===== config.mk =====
export PLATFORM = sky130hd
export DESIGN_NAME = bp_be_dcache_decode_queue
export DESIGN_NICKNAME = d
export VERILOG_FILES = /design/src/rtl/bp_be_dcache_decode_queue.sv
export SDC_FILE = /design/constraint.sdc
export NUM_CORES = 1
export LEC_CHECK = 0
export CAP_MARGIN = 20
export CORE_ASPECT_RATIO = 0.5
export CORE_MARGIN = 3
export CORE_UTILIZATION = 28
export CTS_BUF_LIST = sky130_fd_sc_hd__clkbuf_16
export DETAILED_ROUTE_END_ITERATION = 8
export HOLD_SLACK_MARGIN = 0.1
export RECOVER_POWER = 50
export SLEW_MARGIN = 20
export SYNTH_ARGS = -nofsm -noshare
export SYNTH_HDL_FRONTEND = slang
export SYNTH_SLANG_ARGS = --single-unit

===== constraint.sdc =====
create_clock -name clk_i -period 6.64 [get_ports clk_i]
set_clock_uncertainty 0.1 [all_clocks]
set_input_delay 1.66 -clock clk_i [delete_from_list [all_inputs] [get_ports clk_i]]
set_output_delay 1.66 -clock clk_i [all_outputs]
set_load 0.01 [all_outputs]

===== src/rtl/bp_be_dcache_decode_queue.sv =====
// bp_be_dcache_decode_queue
//   Registered, flow-controlled D$ opcode decoder. Packets arrive on a
//   ready/valid interface, are decoded at enqueue and buffered (raw packet
//   plus decoded pipeline word) in an els_p-deep circular queue ahead of the
//   tag-lookup stage. An enqueued fencei blocks further packets until the
//   fencei itself has been dequeued (fence-drain mode).
//
// Handshake: a packet transfers on a rising edge where v_i & ready_o; the head
//   transfers on a rising edge where yumi_i (only legal while v_o = 1). ready_o
//   depends on registered state only; v_o/pkt_o/decoded_o hold while yumi_i = 0.
//
// Ports:
//   clk_i, reset_i (async, active-high)
//   pkt_i, v_i, ready_o          : input packet channel
//   pkt_o, decoded_o, v_o, yumi_i: head of queue (raw + decoded)
//   count_o                      : occupancy
//   fence_busy_o                 : FSM is in e_drain
//
// Optional feature: define BP_BE_DCACHE_DECODE_BYPASS_EN to present an incoming
//   packet combinationally on the head outputs when the queue is empty.

package bp_be_dcache_decode_queue_pkg;
    // Cache level that services an atomic class.
    localparam int e_none = 0;
    localparam int e_l1   = 1;
    localparam int e_l2   = 2;

    typedef enum logic [5:0] {
        e_dcache_op_lb, e_dcache_op_lh, e_dcache_op_lw, e_dcache_op_ld,
        e_dcache_op_lbu, e_dcache_op_lhu, e_dcache_op_lwu,
        e_dcache_op_sb, e_dcache_op_sh, e_dcache_op_sw, e_dcache_op_sd,
        e_dcache_op_flw, e_dcache_op_fld, e_dcache_op_fsw, e_dcache_op_fsd,
        e_dcache_op_lrw, e_dcache_op_lrd, e_dcache_op_scw, e_dcache_op_scd,
        e_dcache_op_fencei,
        e_dcache_op_amoswapw, e_dcache_op_amoswapd,
        e_dcache_op_amoaddw, e_dcache_op_amoaddd,
        e_dcache_op_amoxorw, e_dcache_op_amoxord,
        e_dcache_op_amoandw, e_dcache_op_amoandd,
        e_dcache_op_amoorw, e_dcache_op_amoord,
        e_dcache_op_amominw, e_dcache_op_amomind,
        e_dcache_op_amomaxw, e_dcache_op_amomaxd,
        e_dcache_op_amominuw, e_dcache_op_amominud,
        e_dcache_op_amomaxuw, e_dcache_op_amomaxud
    } bp_be_dcache_op_e;

    typedef struct packed {
        logic [5:0]  opcode;
        logic        no_amo_return;
        logic [11:0] page_offset;
        logic [63:0] data;
    } bp_be_dcache_pkt_s;

    typedef struct packed {
        logic double_op, word_op, half_op, byte_op;
        logic fencei_op, float_op, lr_op, sc_op;
        logic amoswap_op, amoadd_op, amoxor_op, amoand_op, amoor_op;
        logic amomin_op, amomax_op, amominu_op, amomaxu_op;
        logic l2_op, no_return, load_op, store_op, signed_op;
    } bp_be_dcache_pipeline_s;
endpackage

module bp_be_dcache_decode_queue
    import bp_be_dcache_decode_queue_pkg::*;
#(
    parameter int bp_params_p            = 0,  // 0 = e_bp_default_cfg
    parameter int lr_sc_p                = (bp_params_p == 0) ? e_l1 : e_l2,
    parameter int amo_swap_p             = (bp_params_p == 0) ? e_none : e_l2,
    parameter int amo_fetch_logic_p      = (bp_params_p == 0) ? e_none : e_l2,
    parameter int amo_fetch_arithmetic_p = (bp_params_p == 0) ? e_none : e_l2,
    parameter int els_p                  = 2,
    localparam int lg_els_lp = $clog2(els_p + 1),
    localparam int pkt_w_lp  = $bits(bp_be_dcache_pkt_s),
    localparam int dec_w_lp  = $bits(bp_be_dcache_pipeline_s)
) (
    input  logic                 clk_i,
    input  logic                 reset_i,
    input  logic [pkt_w_lp-1:0]  pkt_i,
    input  logic                 v_i,
    output logic                 ready_o,
    output logic [pkt_w_lp-1:0]  pkt_o,
    output logic [dec_w_lp-1:0]  decoded_o,
    output logic                 v_o,
    input  logic                 yumi_i,
    output logic [lg_els_lp-1:0] count_o,
    output logic                 fence_busy_o
);
    localparam int ptr_w_lp = (els_p > 1) ? $clog2(els_p) : 1;

    typedef enum logic [0:0] {e_ready, e_drain} state_e;

    function automatic bp_be_dcache_pipeline_s decode(bp_be_dcache_pkt_s p);
        bp_be_dcache_pipeline_s d;
        d = '0;
        case (p.opcode)
            e_dcache_op_ld, e_dcache_op_lw, e_dcache_op_lh, e_dcache_op_lb:
                begin d.load_op = 1'b1; d.signed_op = 1'b1; end
            e_dcache_op_lwu, e_dcache_op_lhu, e_dcache_op_lbu:
                d.load_op = 1'b1;
            e_dcache_op_sd, e_dcache_op_sw, e_dcache_op_sh, e_dcache_op_sb:
                begin d.store_op = 1'b1; d.signed_op = 1'b1; end
            e_dcache_op_flw, e_dcache_op_fld:
                begin d.load_op = 1'b1; d.float_op = 1'b1; end
            e_dcache_op_fsw, e_dcache_op_fsd:
                begin d.store_op = 1'b1; d.float_op = 1'b1; end
            e_dcache_op_fencei:
                begin d.fencei_op = 1'b1; d.signed_op = 1'b1; end
            e_dcache_op_lrw, e_dcache_op_lrd: begin
                d.lr_op = 1'b1; d.load_op = 1'b1; d.signed_op = 1'b1;
                d.l2_op = (lr_sc_p == e_l2); d.no_return = p.no_amo_return;
            end
            e_dcache_op_scw, e_dcache_op_scd: begin
                d.sc_op = 1'b1; d.store_op = 1'b1; d.signed_op = 1'b1;
                d.l2_op = (lr_sc_p == e_l2); d.no_return = p.no_amo_return;
            end
            e_dcache_op_amoswapw, e_dcache_op_amoswapd:
                begin d.amoswap_op = 1'b1; d.l2_op = (amo_swap_p == e_l2); end
            e_dcache_op_amoxorw, e_dcache_op_amoxord:
                begin d.amoxor_op = 1'b1; d.l2_op = (amo_fetch_logic_p == e_l2); end
            e_dcache_op_amoandw, e_dcache_op_amoandd:
                begin d.amoand_op = 1'b1; d.l2_op = (amo_fetch_logic_p == e_l2); end
            e_dcache_op_amoorw, e_dcache_op_amoord:
                begin d.amoor_op = 1'b1; d.l2_op = (amo_fetch_logic_p == e_l2); end
            e_dcache_op_amoaddw, e_dcache_op_amoaddd:
                begin d.amoadd_op = 1'b1; d.l2_op = (amo_fetch_arithmetic_p == e_l2); end
            e_dcache_op_amominw, e_dcache_op_amomind:
                begin d.amomin_op = 1'b1; d.l2_op = (amo_fetch_arithmetic_p == e_l2); end
            e_dcache_op_amomaxw, e_dcache_op_amomaxd:
                begin d.amomax_op = 1'b1; d.l2_op = (amo_fetch_arithmetic_p == e_l2); end
            e_dcache_op_amominuw, e_dcache_op_amominud:
                begin d.amominu_op = 1'b1; d.l2_op = (amo_fetch_arithmetic_p == e_l2); end
            e_dcache_op_amomaxuw, e_dcache_op_amomaxud:
                begin d.amomaxu_op = 1'b1; d.l2_op = (amo_fetch_arithmetic_p == e_l2); end
            default: ;
        endcase
        // Every AMO shares the read-modify-write attributes.
        if (p.opcode >= e_dcache_op_amoswapw && p.opcode <= e_dcache_op_amomaxud) begin
            d.load_op = 1'b1; d.store_op = 1'b1; d.signed_op = 1'b1;
            d.no_return = p.no_amo_return;
        end
        case (p.opcode)
            e_dcache_op_ld, e_dcache_op_sd, e_dcache_op_fld, e_dcache_op_fsd,
            e_dcache_op_lrd, e_dcache_op_scd, e_dcache_op_amoswapd,
            e_dcache_op_amoaddd, e_dcache_op_amoxord, e_dcache_op_amoandd,
            e_dcache_op_amoord, e_dcache_op_amomind, e_dcache_op_amomaxd,
            e_dcache_op_amominud, e_dcache_op_amomaxud:
                d.double_op = 1'b1;
            e_dcache_op_lw, e_dcache_op_lwu, e_dcache_op_sw, e_dcache_op_flw,
            e_dcache_op_fsw, e_dcache_op_lrw, e_dcache_op_scw, e_dcache_op_amoswapw,
            e_dcache_op_amoaddw, e_dcache_op_amoxorw, e_dcache_op_amoandw,
            e_dcache_op_amoorw, e_dcache_op_amominw, e_dcache_op_amomaxw,
            e_dcache_op_amominuw, e_dcache_op_amomaxuw:
                d.word_op = 1'b1;
            e_dcache_op_lh, e_dcache_op_lhu, e_dcache_op_sh: d.half_op = 1'b1;
            e_dcache_op_lb, e_dcache_op_lbu, e_dcache_op_sb: d.byte_op = 1'b1;
            default: ;
        endcase
        return d;
    endfunction

    bp_be_dcache_pkt_s      pkt_mem [els_p];
    bp_be_dcache_pipeline_s dec_mem [els_p];
    bp_be_dcache_pipeline_s dec_in;
    logic [ptr_w_lp-1:0]    rptr, wptr;
    logic [lg_els_lp-1:0]   count;
    state_e                 state;
    logic                   fence_busy_r;
    logic                   empty, enq, bypass, wr, mem_rd;

    assign dec_in  = decode(bp_be_dcache_pkt_s'(pkt_i));
    assign empty   = (count == '0);
    assign ready_o = (state == e_ready) && (count < lg_els_lp'(els_p));
    assign enq     = v_i & ready_o;

`ifdef BP_BE_DCACHE_DECODE_BYPASS_EN
    assign bypass = empty & enq;
`else
    assign bypass = 1'b0;
`endif

    // A bypassed packet consumed in the same cycle never touches storage.
    assign wr     = enq & ~(bypass & yumi_i);
    assign mem_rd = yumi_i & ~empty;

    assign v_o          = ~empty | bypass;
    assign pkt_o        = bypass ? pkt_i : pkt_w_lp'(pkt_mem[rptr]);
    assign decoded_o    = bypass ? dec_w_lp'(dec_in) : dec_w_lp'(dec_mem[rptr]);
    assign count_o      = count;
    assign fence_busy_o = fence_busy_r;

    function automatic logic [ptr_w_lp-1:0] ptr_inc(logic [ptr_w_lp-1:0] p);
        return (p == ptr_w_lp'(els_p - 1)) ? '0 : p + 1'b1;
    endfunction

    always_ff @(posedge clk_i) begin
        if (wr) begin
            pkt_mem[wptr] <= bp_be_dcache_pkt_s'(pkt_i);
            dec_mem[wptr] <= dec_in;
        end
    end

    always_ff @(posedge clk_i or posedge reset_i) begin
        if (reset_i) begin
            state        <= e_ready;
            fence_busy_r <= 1'b0;
            count        <= '0;
            rptr         <= '0;
            wptr         <= '0;
        end else begin
            count <= count + lg_els_lp'(wr) - lg_els_lp'(mem_rd);
            if (wr)     wptr <= ptr_inc(wptr);
            if (mem_rd) rptr <= ptr_inc(rptr);
            case (state)
                e_ready: if (wr && dec_in.fencei_op) begin
                    state        <= e_drain;
                    fence_busy_r <= 1'b1;
                end
                e_drain: if (mem_rd && dec_mem[rptr].fencei_op) begin
                    state        <= e_ready;
                    fence_busy_r <= 1'b0;
                end
                default: begin
                    state        <= e_ready;
                    fence_busy_r <= 1'b0;
                end
            endcase
        end
    end
endmodule


* Word-level counts from Yosys, hierarchy flattened
Memories as Yosys holds them, arrays and structs flattened. Cells that the tools add are included.
Word-level totals: memories kept 2, memory bits (read-only) 0, bits in registers 6, bits in writable memories 208, input port bits 87, output and inout bits 110, word-level logic and storage cells 116, bits in latches 0
Memories:
- pkt_mem | depth 2, bits a word 83, read ports 1, clocked after memory_dff 0, write ports 1, line 160 | bp_be_dcache_pkt_s pkt_mem [els_p];
- dec_mem | depth 2, bits a word 21, read ports 1, clocked after memory_dff 0, write ports 1, line 161 | bp_be_dcache_pipeline_s dec_mem [els_p];
Operators by class: bitwise operators 4, divide/modulo/power cells 0, add/sub/neg operators 4, multiply operators 0, reductions and logical operators 27, muxes and demuxes 32, shift-type cells 0, $lt $le $gt $ge 3, equal/unequal tests 39
Operator list (count):
- $eq A6 B5 Y1 const B | 16
- $eq A6 B4 Y1 const B | 8
- $eq A6 B6 Y1 const B | 6
- $mux W1 | 29
- $eq A6 B3 Y1 const B | 4
- $reduce_or A2 Y1 | 11
- $reduce_or A16 Y1 | 1
- $reduce_or A15 Y1 | 1
- $reduce_or A13 Y1 | 1
- $eq A6 B2 Y1 const B | 2
- $reduce_or A11 Y1 | 1
- $reduce_or A4 Y1 | 2
- $reduce_or A8 Y1 | 1
- $eq A6 B1 Y1 const B | 1
- $ge A6 B5 Y1 const B | 1
- $le A6 B6 Y1 const B | 1
- $logic_not A6 Y1 | 1
- $reduce_or A3 Y1 | 2
- $logic_and A1 B1 Y1 | 4
- $mux W4 | 1
- $ne A2 B1 Y1 const B | 2
- $pmux W1 S2 | 2
- $add A1 B1 Y1 const B | 2
- $add A2 B1 Y2 | 1
- 6 further kinds | 8

* Longest topological paths before layout
Gate-level depths: netlist of run 1.
depth after elaboration 6, depth in mapped cells 8, depth with buffers taken out 7

* Worst setup path before layout of run 1
No wires, ideal clock.
path type input-to-reg, start point in v_i, end point mem dec_mem[0][0] (netlist bit), enable pin, stages on the path 2, path buffers 0, library setup time 568 ps, setup slack -134 ps, arrival 6106 ps, cell sequence nand2_1 -> nor2_1
On the way: longest elaborated chain between the ends 3
RTL lines:
- start, declared | line 78 | input logic v_i,
- $and A1 B1 Y1 | line 172 | assign enq = v_i & ready_o;
- $mux W1 | line 195 | if (wr) begin
- $mux W1 (not written as such) | line 197 | dec_mem[wptr] <= dec_in;
- end, declared | line 161
Every way passes these cells.

* Worst setup path in the final report of run 1
start point in v_i, end point mem dec_mem[1][15] (netlist bit), enable pin
The elaborated chain is that of the path after synthesis.

==> results of run 1 <==
power breakdown:
part	switching (mW)	internal (mW)	total, mW	leakage, nW
logic	0.665	0.801	1.47	1.44
clock network	0.486	0.703	1.19	0.357
registers	0.102	1.78	1.88	2.00
total	1.25	3.29	4.54	3.79
metal layers:
layer	vias to the layer above	wire (um)
met5	-	0
met4	0	346
met3	25	316
met2	52	10700
met1	2335	7520
li1	2113	-
final cells by class:
type / count / area (sq um) / area share [%]
inverters: 5 / 18.8 / 0.166
well taps: 382 / 478 / 4.22
repair buffers: 200 / 2000 / 17.7
multi-input cells: 197 / 1730 / 15.3
clock buffers: 23 / 576 / 5.08
flip-flops and latches: 214 / 6400 / 56.5
clock inverters: 16 / 125 / 1.10
sequential cells by signal (all words and copies together) (netlist names):
register and cells:
count_o 2, dec_mem 42, fence_busy_o 1, pkt_mem 166
rptr 1, state 1, wptr 1
synthesized netlist by cell type (all sizes together) (2+ instances only):
library cell and instances:
mux2 104, dfrtp 6, nor4 3, edfxtp 208
nor3 14, nand3 3, a31oi 2, nor2 15
xor2 2, buf 21, or2 2, inv 5
o21ai 6, and2 3, xnor2 5, nand2 8
ha 2, clkbuf 3, nand2b 3, and3 3
a21oi 4, nor2b 2, o21a 3
per-stage QoR:
stage / instances / hold WS, ps / cell area, sq um / total power, mW
6_report: 1037 / 403 / 11300 / 4.54
5_1_grt: 1037 / 431 / 11300 / 4.75
4_1_cts: 1037 / 414 / 11300 / 4.62
3_5_place_dp: 998 / 400 / 10600 / 3.42
3_3_place_gp: 998 / 384 / 10600 / 3.41
2_1_floorplan: 440 / 372 / 8290 / 2.63
cell usage in the layout, fill, tap and decap left out, types with 2 or more instances in the layout:
master | synthesis | layout
edfxtp_1 | 208 | 208
clkdlybuf4s50_1 | 0 | 109
mux2_2 | 96 | 96
dlygate4sd3_1 | 0 | 86
clkbuf_16 | 0 | 23
nor2_1 | 14 | 14
nor3_1 | 13 | 13
nand2_1 | 8 | 8
mux2_1 | 8 | 8
inv_1 | 3 | 7
xnor2_1 | 5 | 5
clkinv_1 | 0 | 5
dfrtp_1 | 6 | 5
a21oi_1 | 4 | 4
o21ai_0 | 4 | 4
buf_4 | 9 | 4
nand3_1 | 3 | 3
and3_1 | 3 | 3
nand2b_1 | 3 | 3
nor4_1 | 3 | 3
o21a_1 | 3 | 3
clkinv_2 | 0 | 3
or2_1 | 2 | 2
xor2_1 | 2 | 2
inv_2 | 2 | 2
o21ai_1 | 2 | 2
a31oi_1 | 2 | 2
nor2b_1 | 2 | 2
and2_1 | 2 | 2
ha_1 | 2 | 2
bufinv_16 | 0 | 2
final timing paths:
check,endpoint,slack (ps),start,cells past startpoint
min in group asynchronous,state$_DFF_PP0_,1420,reset_i,2
max,dec_mem[1][15]$_DFFE_PP_,1310,v_i,3
max in group asynchronous,rptr$_DFFE_PP0P_,4790,reset_i,2
max reg2reg,dec_mem[1][15]$_DFFE_PP_,2390,count_o[1]$_DFF_PP0_,3
min,wptr$_DFFE_PP0P_,400,wptr$_DFFE_PP0P_,1
min reg2reg,wptr$_DFFE_PP0P_,400,wptr$_DFFE_PP0P_,1
kinds of logic (layout without fill, tap and decap cells):
group	Yosys count	count (layout)	synth area share, %
DFF	214	214	77.2
muxes	104	104	14.1
and+or+nand+nor	61	61	3.96
buffers and inverters	29	244	1.92
AOI/OAI and AO/OA	22	22	1.69
xor gates and xnor gates	7	7	0.740
adders and majority gates	2	2	0.302
other	1	1	0.0453
worst reg2reg max path: cells and delay by family (launching register included):
family                 cells  cell delay [ps]
and+or+nand+nor            2             2660
buffers and inverters      1              710
DFF                        1              420
==> results.py, run 1 <==
metrics = {
    "run_status": {
        "status": "complete, but fails checks",
        "violations": "max-capacitance violations, max-slew violations",
    },
    "worst_setup_path": {
        "critPathMaxStageDelay_ps": 2460,
        "cpLargestDelayFamily": "simple AND/OR/NAND/NOR gates",
        "cp_slowest_cell": "and3_1",
        "critical_path.startpoint_type": "input pin",
        "path_class": "input pin to flop",
        "path_buf_inv": 2,
        "path_cells": "dlygate4sd3_1 > and3_1 > buf_4",
        "critPathCaptureType": "flop",
        "cp_data_required_time_ps": 6700,
        "cp_data_arrival_time_ps": 5380,
        "critPathMaxFanout": 67,
    },
    "finish": {
        "drive_above_1_share_pct": 20.9,
        "final_nets": 729,
        "final_core_util_pct": 39.9,
        "antennaDiodeCount": 0,
        "fill_cells": 2590,
        "syn_to_final_growth_pct": 36.7,
    },
    "yosys": {
        "ys.flop_type": "edfxtp_1",
        "ys_types": 44,
        "yosysTopAreaCell": "edfxtp_1",
        "synth_edf_count": 208,
        "ys_async_sr_fraction_pct": 2.80,
        "ys_seq_area_share_pct": 77.2,
        "synth_top_area_share_pct": 75.4,
        "synth.avg_cell_area_sq_um": 18.8,
        "yosys_warnings": 0,
        "netlist_area_sq_um": 8280,
        "synth_area_leaders": "edfxtp_1 (75%), mux2_2 (13%), dfrtp_1 (1.8%), mux2_1 (1.1%), buf_4 (0.82%)",
        "synth_nets": 529,
        "synthCells": 440,
        "ys_seq_elements": 214,
    },
    "clocking": {
        "cts.sinks": 214,
        "cts_setup_buffers": 0,
        "ctsResizeCount": 0,
        "htreeDepth": 1,
        "clk_pin_slew_ps": 60,
        "cts_buffers": 22,
        "cts-hold-fix-buffers": 0,
        "clk_latency_ps": 490,
        "cts_root_buf": "clkbuf_16",
        "clk_path_buf_depth": 3,
        "tritoncts": "yes",
    },
    "timing": {
        "max_freq_mhz": 188,
        "grt_setup_unrepaired": "false",
        "layout_min_cycle_time_ps": 5330,
        "final_hold_viol_count": 0,
        "setup_ws_ps": 1310,
        "setup_viol": 0,
        "worstMarginPinSlew_ps": 3400,
        "final.period_utilization_pct": 80.3,
        "fin_tns_setup_ps": 0,
        "maxSlewHeadroom_pct": -127,
        "timing.final.max_slew_violations": 96,
    },
    "grt": {
        "busiest_layer": "met2",
        "grt_max_degree": 78,
        "use_met3_pct": 1.16,
        "overflow": 0,
        "first_global_vias": 4747,
        "grt_pass1_wl_um": 28200,
        "track_usage_pct": 11.4,
        "antenna_found_initial": 0,
        "gr-usage-met2_pct": 22.2,
        "gr-usage-met1_pct": 13.4,
    },
    "floorplan": {
        "io_pins": 197,
        "coreArea_sq_um": 28400,
        "start_util_pct": 29.2,
        "die_x_um": 249,
        "die-height_um": 128,
        "dieArea_sq_um": 31800,
        "row_count": 43,
    },
    "power": {
        "leakage_nw": 3.79,
        "peakVddDrop_mv": 0.149,
        "p_per_area_nw_per_um2": 401,
    },
    "drt": {
        "vias_per_cell": 4.36,
        "wirelength_um": 18900,
        "dr.pass1.iters": 4,
        "ant_nets": 0,
        "via_count": 4525,
        "route.detailed.drc": 0,
        "drt_iter0_markers": 338,
        "avgRoutedWirePerCell_um": 18.2,
    },
    "run": {
        "maxCapViolations": 2,
    },
    "place": {
        "routabilityCongestion": 0.762,
        "io_buffers": 195,
        "pre_cts_slack_ps": 2500,
        "post-dp-hpwl_um": 12800,
    },
    "min_path": {
        "min_path_type": "flop to flop",
    },
}
(Power assumes the default switching activity.)
==> run 2: changes to the inputs <==
clock period = 5.1 ns   (was 6.64 ns; I/O delays follow)
==> results.py, run 2 (synthesis gave the netlist of run 1 again) <==
metrics = {
    "power": {
        "p_per_area_nw_per_um2": 515,
        "leakage_nw": 3.76,
        "p_comb_share_pct": 32.3,
        "clkPwrFrac_pct": 25.1,
        "total_power_mw": 5.81,
        "p_sw_mw": 1.60,
        "switching_share_pct": 27.6,
        "peakVddDrop_mv": 0.212,
        "p_seq_share_pct": 42.5,
        "p_int_mw": 4.21,
    },
    "clocking": {
        "htreeDepth": 1,
        "cts_buffers": 21,
        "tritoncts": "yes",
        "clk_pin_slew_ps": 60,
        "cts.sinks": 214,
        "cts_setup_buffers": 0,
        "cts-hold-fix-buffers": 0,
        "cts_root_buf": "clkbuf_16",
        "ctsResizeCount": 0,
        "clk_latency_ps": 470,
        "clk_path_buf_depth": 3,
    },
    "finish": {
        "largest_reg_flops": 166,
        "final_nets": 727,
        "syn_to_final_growth_pct": 36.1,
        "drive_above_1_share_pct": 20.6,
        "final_common_cell": "edfxtp_1",
        "regMostFlops": "pkt_mem",
        "final_cell_mix": "edfxtp_1 (208), clkdlybuf4s50_1 (109), mux2_2 (96), dlygate4sd3_1 (86), clkbuf_16 (21)",
    },
    "timing": {
        "setup_viol": 0,
        "timing.final.max_slew_violations": 112,
        "layout_min_cycle_time_ps": 4100,
        "final_hold_viol_count": 0,
        "grt_setup_unrepaired": "false",
        "worstMarginPinSlew_ps": 2060,
        "final.period_utilization_pct": 80.3,
        "fin_tns_setup_ps": 0,
        "maxSlewHeadroom_pct": -37.0,
        "whs_ps": 402,
        "max_freq_mhz": 244,
    },
    "floorplan": {
        "dieArea_sq_um": 31800,
        "die_x_um": 249,
        "io_pins": 197,
        "die-height_um": 128,
        "row_count": 43,
        "coreArea_sq_um": 28400,
        "start_util_pct": 29.2,
    },
    "run_status": {
        "status": "complete, but fails checks",
        "violations": "max-capacitance violations, max-slew violations",
    },
    "place": {
        "post-dp-hpwl_um": 13400,
        "io_buffers": 195,
        "routabilityCongestion": 0.797,
    },
    "grt": {
        "track_usage_pct": 11.6,
        "grt_max_degree": 73,
        "overflow": 0,
        "first_global_vias": 4763,
        "grt_pass1_wl_um": 28700,
        "antenna_found_initial": 2,
    },
    "drt": {
        "dr.pass1.iters": 4,
        "vias_per_cell": 4.36,
        "avgRoutedWirePerCell_um": 18.7,
        "wirelength_um": 19300,
        "via_count": 4506,
        "route.detailed.drc": 0,
        "ant_nets": 0,
        "drt_iter0_markers": 241,
    },
    "worst_setup_path": {
        "critPathMaxFanout": 58,
        "critical_path.startpoint_type": "flop",
        "path_class": "flop to output port",
        "critPathMaxStageDelay_ps": 880,
        "cp_data_required_time_ps": 3720,
        "cp_data_arrival_time_ps": 2720,
        "cp_slowest_cell": "dfrtp_4",
        "crit_path_start": "rptr$_DFFE_PP0P_",
        "path_cells": "buf_12 > mux2_2 > clkdlybuf4s50_1",
        "timing.rr.start": "count_o[1]$_DFF_PP0_",
        "critPathCaptureType": "output port",
    },
    "run": {
        "maxCapViolations": 2,
    },
    "min_path": {
        "hold_start": "fence_busy_o$_DFFE_PP0P_",
        "min_path_type": "flop to flop",
    },
}
[run 2: layout make-up]
| type | count | area, sq um |
|---|---|---|
| inverters | 5 | 18.8 |
| flip-flops and latches | 214 | 6400 |
| clock buffers | 21 | 526 |
| fillers | 2615 | 17100 |
| clock inverters | 14 | 115 |
| diodes | 2 | 5.00 |
| well taps | 382 | 478 |
| multi-input cells | 197 | 1730 |
| repair buffers | 199 | 2000 |
[run 2: power by group through the flow]
| stage | Clock [mW] | Sequential, mW | Combinational, mW |
|---|---|---|---|
| 2_1_floorplan | 0 | 2.42 | 1.01 |
| 6_report | 1.46 | 2.47 | 1.88 |
| 3_5_place_dp | 0 | 2.51 | 1.94 |
| 3_3_place_gp | 0 | 2.50 | 1.94 |
| 4_1_cts | 1.51 | 2.47 | 1.96 |
| 5_1_grt | 1.58 | 2.51 | 2.00 |
[run 2: final timing paths]
check                           slack, ps                        to  depth (start not counted)
worst max-delay path                 1000                 pkt_o[69]                          3
worst min-delay path                  400  fence_busy_o$_DFFE_PP0P_                          1
worst max register to register       2020  pkt_mem[1][44]$_DFFE_PP_                          3
worst min register to register        400  fence_busy_o$_DFFE_PP0P_                          1
max in group asynchronous            3610          rptr$_DFFE_PP0P_                          2
min in group asynchronous            1070      count_o[0]$_DFF_PP0_                          2
[run 2: critical path: cells and delay by family (launching register included)]
kind	cells	cell delay (ps)
buffers and inverters	2	910
DFF	1	880
muxes	1	380
[run 2: stage by stage]
step / cells / setup WS, ps / instance area [sq um] / util, %
floorplan: 440 / 462 / 8290 / -
global placement: 997 / 1470 / 10700 / 37.5
detailed placement: 997 / 1470 / 10700 / 37.5
CTS: 1032 / 940 / 11300 / 39.8
global route: 1033 / 864 / 11300 / 39.7
finish: 1034 / 1000 / 11300 / 39.7
[run 2: metal layers]
metal / GRT usage (%) / share of wire, % / vias up
li1: - / - / 2100
met1: 13.3 / 38 / 2324
met2: 23.1 / 58 / 58
met3: 1.32 / 1.9 / 24
met4: 3.00 / 2.1 / 0
met5: 0 / 0 / -
